## src/rtl/fetch_pkg.sv

```systemverilog
// Shared fetch-stage definitions: legal instruction window, NOP encoding, queue entry.
package fetch_pkg;

  localparam logic [31:0] DEFAULT_PC_BASE  = 32'h0000_3000;
  localparam logic [31:0] DEFAULT_PC_LIMIT = 32'h0000_6FFC;
  localparam logic [31:0] NOP              = 32'h0000_0000;

  typedef struct packed {
    logic [31:0] pc;
    logic [31:0] instr;
    logic        adel;
  } fetch_entry_t;

endpackage

```

## src/rtl/fetch_queue_pc_addr_check.sv

```systemverilog
// Instruction-address legality check: misaligned or outside [PC_BASE, PC_LIMIT].
module pc_addr_check #(
  parameter logic [31:0] PC_BASE  = fetch_pkg::DEFAULT_PC_BASE,
  parameter logic [31:0] PC_LIMIT = fetch_pkg::DEFAULT_PC_LIMIT
) (
  input  logic [31:0] pc,
  output logic        adel
);

  // Unsigned range and word-alignment test.
  always_comb begin
    adel = (pc[1:0] != 2'b00) || (pc < PC_BASE) || (pc > PC_LIMIT);
  end

endmodule

```

## src/rtl/fetch_queue.sv

```systemverilog
// Instruction fetch queue: buffers PC/instruction pairs between fetch and decode.
module fetch_queue
  import fetch_pkg::*;
#(
  parameter int unsigned DEPTH    = 4,
  parameter logic [31:0] PC_BASE  = DEFAULT_PC_BASE,
  parameter logic [31:0] PC_LIMIT = DEFAULT_PC_LIMIT
) (
  input  logic                       clk,
  input  logic                       reset,
  input  logic                       in_valid,
  output logic                       in_ready,
  input  logic [31:0]                in_pc,
  input  logic [31:0]                in_instr,
  output logic                       out_valid,
  input  logic                       out_ready,
  output logic [31:0]                out_pc,
  output logic [31:0]                out_instr,
  output logic                       out_adel,
  input  logic                       flush,
  output logic [$clog2(DEPTH):0]     count
);

  localparam int unsigned PW = $clog2(DEPTH);
  localparam int unsigned CW = PW + 1;
  localparam logic [CW-1:0] FULL = CW'(DEPTH);

  fetch_entry_t mem [DEPTH];
  logic [PW-1:0] head;
  logic [PW-1:0] tail;
  logic          in_adel;
  logic          push;
  logic          pop;
  fetch_entry_t  new_entry;
  fetch_entry_t  head_entry;

  pc_addr_check #(
    .PC_BASE  (PC_BASE),
    .PC_LIMIT (PC_LIMIT)
  ) u_pc_addr_check (
    .pc   (in_pc),
    .adel (in_adel)
  );

  // Handshake flags and the entry to store; faulting fetches carry a NOP.
  always_comb begin
    in_ready        = (count != FULL);
    out_valid       = (count != '0);
    push            = in_valid && in_ready;
    pop             = out_valid && out_ready;
    new_entry.pc    = in_pc;
    new_entry.instr = in_adel ? NOP : in_instr;
    new_entry.adel  = in_adel;
  end

  // Head entry presented to decode, forced to zero while empty.
  always_comb begin
    head_entry = mem[head];
    out_pc     = '0;
    out_instr  = '0;
    out_adel   = 1'b0;
    if (out_valid) begin
      out_pc    = head_entry.pc;
      out_instr = head_entry.instr;
      out_adel  = head_entry.adel;
    end
  end

  // Pointer, occupancy and storage update; reset clears storage, flush does not.
  always_ff @(posedge clk) begin
    if (reset) begin
      head  <= '0;
      tail  <= '0;
      count <= '0;
      for (int unsigned i = 0; i < DEPTH; i++) begin
        mem[i] <= '0;
      end
    end else if (flush) begin
      head  <= '0;
      tail  <= '0;
      count <= '0;
    end else begin
      if (push) begin
        mem[tail] <= new_entry;
        tail      <= tail + PW'(1);
      end
      if (pop) begin
        head <= head + PW'(1);
      end
      if (push && !pop) begin
        count <= count + CW'(1);
      end else if (pop && !push) begin
        count <= count - CW'(1);
      end
    end
  end

endmodule

```

## config.mk

```make
export PLATFORM = sky130hd
export DESIGN_NAME = fetch_queue
export DESIGN_NICKNAME = d
export VERILOG_FILES = /design/src/rtl/fetch_pkg.sv /design/src/rtl/fetch_queue_pc_addr_check.sv /design/src/rtl/fetch_queue.sv
export SDC_FILE = /design/constraint.sdc
export NUM_CORES = 1
export LEC_CHECK = 0
export CAP_MARGIN = 30
export CORE_ASPECT_RATIO = 1.75
export CORE_MARGIN = 5
export CORE_UTILIZATION = 55
export CTS_BUF_LIST = sky130_fd_sc_hd__clkbuf_16
export DETAILED_ROUTE_END_ITERATION = 12
export GPL_TIMING_DRIVEN = 0
export PLACE_DENSITY = 0.78
export SLEW_MARGIN = 20
export SYNTH_ARGS = -nofsm -noshare
export SYNTH_HDL_FRONTEND = slang
export SYNTH_SLANG_ARGS = --single-unit
```

## constraint.sdc

```tcl
create_clock -name clk -period 4.3 [get_ports clk]
set_input_delay 0.86 -clock clk [delete_from_list [all_inputs] [get_ports clk]]
set_output_delay 0.86 -clock clk [all_outputs]
set_load 0.1 [all_outputs]
```

## Yosys cells after proc, flatten, opt, wreduce, memory -nomap -nowiden

Memories as Yosys holds them, arrays and structs flattened. A register that Yosys moved wholly into a read port is not among the register bits.
Cells that the tools add are included.

| operators by class | value |
|---|---|
| add/subtract/negate cells | 4 |
| reduce and logical (&&, ||, !) cells | 13 |
| order comparisons | 2 |
| equal/unequal tests | 1 |
| mux-type cells | 17 |

Operators with widths:

| kind | count |
|---|---|
| two-way mux 32 bit | 3 |
| two-way mux 65 bit | 1 |
| OR reduction 65 bit | 1 |
| greater-than comparator 32 x 15 -> 1 bit (second input constant) | 1 |
| less-than comparator 32 x 14 -> 1 bit (second input constant) | 1 |
| two-way mux 1 bit | 8 |
| two-way mux 2 bit | 3 |
| two-way mux 3 bit | 2 |
| adder 2 x 1 -> 2 bit (second input constant) | 2 |
| logical AND 1 bit | 4 |
| nonzero test 2 bit | 2 |
| adder 3 x 1 -> 3 bit (second input constant) | 1 |
| != test 3 bit (second input constant) | 1 |
| nonzero test 3 bit | 1 |
| subtractor 3 x 1 -> 3 bit (second input constant) | 1 |
| logical NOT 1 bit | 2 |
| logical OR 1 bit | 2 |
| OR reduction 2 bit | 1 |

| word-level totals | value |
|---|---|
| input port bits | 69 |
| word-level logic and storage cells | 41 |
| output and inout bits | 70 |
| memories kept | 1 |
| register bits | 7 |
| bits in writable memories | 260 |

Memory list:

| name | depth | width | read ports | clocked after memory_dff | wr ports | RTL line | RTL |
|---|---|---|---|---|---|---|---|
| mem | 4 | 65 | 1 | 1 | 4 | fetch_queue.sv:28 | `fetch_entry_t mem [DEPTH];` |

## Depth between registers and ports, before layout

| logic depth | value |
|---|---|
| word-level depth | 8 |
| mapped depth | 8 |
| mapped depth without buffers | 8 |

## By module

Synthesis repeated with hierarchy kept, for this count alone.

| unflattened totals | value |
|---|---|
| cell total of the unflattened synthesis | 801 |
| area total of the unflattened synthesis | 12016.5 um2 |

By module, submodules not included:

| module | times used | sequential area each (um2) | cells each | area each (um2) |
|---|---|---|---|---|
| fetch_queue | 1 | 7987.7 | 792 | 11961.5 |
| pc_addr_check | 1 | 0.0 | 9 | 55.1 |

## Worst setup path after synthesis

Ideal clock, no wire load.

| timing | value |
|---|---|
| path type | reg2out |
| start point | reg count[0] |
| end point | out out_pc[22] |
| setup slack | 280 ps |
| data arrival time | 3160 ps |
| cell stages (with the launch flop) | 4 |
| path buffers | 1 |
| cell sequence | dfxtp_1 -> or3_1 -> clkbuf_1 -> and2_1 |

| between the ends | value |
|---|---|
| word-level cells in the longest chain between the ends | 2 |

RTL lines:

| element | RTL line | RTL |
|---|---|---|
| start: declaration | fetch_queue.sv:21 | `output logic [$clog2(DEPTH):0] count` |
| start signal: assignment | fetch_queue.sv:91 | `count <= count + CW'(1);` |
| start signal: assignment | fetch_queue.sv:93 | `count <= count - CW'(1);` |
| nonzero test 3 bit | fetch_queue.sv:48 | `out_valid = (count != '0);` |
| named net out_valid | fetch_queue.sv:15 | `output logic out_valid,` |
| two-way mux 32 bit | fetch_queue.sv:62 | `if (out_valid) begin` |
| end: declaration | fetch_queue.sv:17 | `output logic [31:0] out_pc,` |

The timed path passes the listed nets, and every way through them passes these cells.

## Worst setup path after layout

| timing | value |
|---|---|
| start point | reg count[0] |
| end point | out in_ready |

| between the ends | value |
|---|---|
| word-level cells in the longest chain between the ends | 1 |

RTL lines:

| element | RTL line | RTL |
|---|---|---|
| != test 3 bit | fetch_queue.sv:47 | `in_ready = (count != FULL);` |
| end: declaration | fetch_queue.sv:12 | `output logic in_ready,` |

Every way passes these cells.

==> results.md <==
* Warnings, synthesis at 0
* Per-cell routed wire length at 23.9 µm
* Post-synth ARST share at 0
* Startpoint types: flip-flop
* Total GRT Usage at 0.243
* Crit path required time at 3.44 ns
* Pre-antenna DRT Iters at 5
* Critical path capture point type: primary output
* Htree depth at 1
* Clock skew at 0.00543 ns
* Worst slew pin tran at 1.04 ns
* Clock Sinks at 269
* Fin Setup TNS at 0 ns
* DR vias at 8,148
* CP Max Fanout at 10
* Dpl hpwl at 20,900 µm
* Final worst slack at 0.126 ns
* Starting density of the core at 0.555
* Data arrival time of the critical path at 3.31 ns
* Placed cell area at 14,400 µm²
* Final period utilization at 0.971
* Placed Cells at 1,273
* Synth area leaders: edfxtp_1 62%, mux4_2 12%, and2_1 8.0%
* Vias in the first global route at 8,636
* Most frequent cell after synthesis: edfxtp_1
* Mapped Cells at 831
* Antenna Nets Post-Route at 0
* DRT iter0 DRCs at 630
* Hold Buf Count CTS at 0
* Die area at 26,000 µm²
* Clock Tree Buf Depth at 3
* Setup CP Type: flip-flop to primary output
* Layout cells sized above 1 at 0.142
* Die Wd at 124 µm
* Synthesis-to-finish area growth at 20.5%
* Post-DR vias/cell at 6.22
* Total Nets Final at 1,069
* Outcome: complete, no violations
* Drt drc at 0
* Flops & latches, synth at 269
* Clock latency on the worst-skew pair at 0.52 ns
* Net Count, Synth at 902
* Initial antenna violation count at 1
* Number of port buffers at 138
* CTS tree: built
* Pwr/cell area at 404 nW/µm²
* Synth top cells by count: 260 x edfxtp_1, 161 x and2_1, 65 x mux4_2
* Fin. max-slew vios at 0
* Worst Hold Slack at 0.534 ns
* Routed WL at 31,300 µm
* Max Fclk at 0.240 GHz
* Final instance area at 15,100 µm²
* RSZ-0062 raised after global routing: no
* GPL Wtd Cong at 0.874
* LEAKAGE at 5.60 nW
* Dominant cell type by area after synthesis: edfxtp_1
* Pin count of the biggest net entering global routing at 46
* Global route overflow at 0
* MaxCap Viol Count at 0
* Filler-free cell count of the finished design at 1,311
* Number of placement rows at 73
* Die Y at 210 µm
* Core ar. at 22,600 µm²
* # setup viols final at 0
* EDFF count, synth at 260
* Final Util at 0.669
* Final hold viol count at 0
* Prevailing post-synth register cell: edfxtp_1
* Global-route wire length before repair at 47,500 µm
* Slew headroom at 0.307
* Power Total at 6.10 mW
* Share of the synthesized area in the top cell type at 0.623
* Clock Pin Slew Worst Setup and Hold Paths at 0.06 ns
* Hold/Removal Path Class: flip-flop to flip-flop
* Root Buffer Master: clkbuf_16
* Syn_area_per_cell at 15.1 µm²
* Max IR drop VDD at 358 µV
* Seq/Total Area, Yosys at 0.637
* CTS Buf Count at 23
* Synth cell types at 41
* Synthesized area at 12,500 µm²
* Pre-CTS WS at 0.501 ns
* Period minus WS final at 4.17 ns
* Io pins at 139
## critical path, stage by stage, from the launching register on
cell and delay (ns):
dfxtp_1 0.51, nor3b_2 0.12, inv_2 0.18, buf_2 0.30, clkbuf_1 0.45, clkdlybuf4s50_1 1.24
## what timing repair did
action / CTS / global route
endpoints found under the hold margin: 0 / 0
gates resized for setup: 24 / 17
setup endpoints to repair: 24 / 17
buffers inserted: 0 / 0
## power by group
| part | switching [mW] | internal (mW) |
|---|---|---|
| Clock | 0.900 | 1.02 |
| Combinational | 0.848 | 0.319 |
| Sequential | 0.0332 | 2.98 |
## flip-flops by register name, summed over array words and instances (netlist names), named ones only
| name | cells |
|---|---|
| mem | 260 |
| head | 2 |
| count | 3 |
| tail | 2 |
## layer usage
| metal | wire length [µm] | global-route usage | vias up | part of all wire |
|---|---|---|---|---|
| met3 | 2180 | 0.0294 | 74 | 0.070 |
| met1 | 10300 | 0.276 | 4078 | 0.33 |
| met4 | 1100 | 0.0972 | 0 | 0.035 |
| met5 | 0 | 0 | - | 0 |
| li1 | - | - | 3583 | - |
| met2 | 17800 | 0.453 | 413 | 0.57 |
## cells in the final DEF, fill, tap and decap left out, types with 6 or more instances in the layout
master           count
a21oi_1              6
and2_1             161
and3_1              37
and4_1              32
buf_2               20
clkbuf_1            53
clkbuf_16           23
clkdlybuf4s50_1     97
clkinv_1            10
dfxtp_1              9
dlygate4sd2_1       24
dlymetal6s2s_1      17
edfxtp_1           260
mux4_2              65
nand3_1             34
nor2_1               8
nor3_1              33
nor4_1              54
nor4_2              12
## worst paths after layout
kind | startpoint | end | slack (ns) | cells past startpoint
setup / recovery | count[0]$_SDFFE_PP0P_ | in_ready | 0.13 | 5
hold reg to reg | tail[1]$_SDFFE_PP0P_ | tail[1]$_SDFFE_PP0P_ | 0.53 | 2
setup reg to reg | count[0]$_SDFFE_PP0P_ | mem[1][28]$_SDFFCE_PN0P_ | 1.90 | 6
hold / removal | tail[1]$_SDFFE_PP0P_ | tail[1]$_SDFFE_PP0P_ | 0.53 | 2
## cell families (layout without fill, tap and decap cells)
kind of cell	count (synthesis)	in the layout	synth area share
simple gates	389	389	0.203
flops	269	269	0.637
buf+inv	86	265	0.0291
mux	66	66	0.118
compound gates	15	15	0.00799
xor+xnor	4	4	0.00280
fa+ha+maj	2	2	0.00260
other cells	0	1	0
## final cells by class
type,instances,area [µm²]
clock inverters,14,82.6
repair buffers,142,1500
flip-flops and latches,269,7990
well taps,300,375
diodes,1,2.50
fillers,1645,7460
plain buffers,82,349
multi-input cells,476,4210
inverters,4,15.0
clock buffers,23,576
Note: power is estimated with default switching activity, not from simulation.
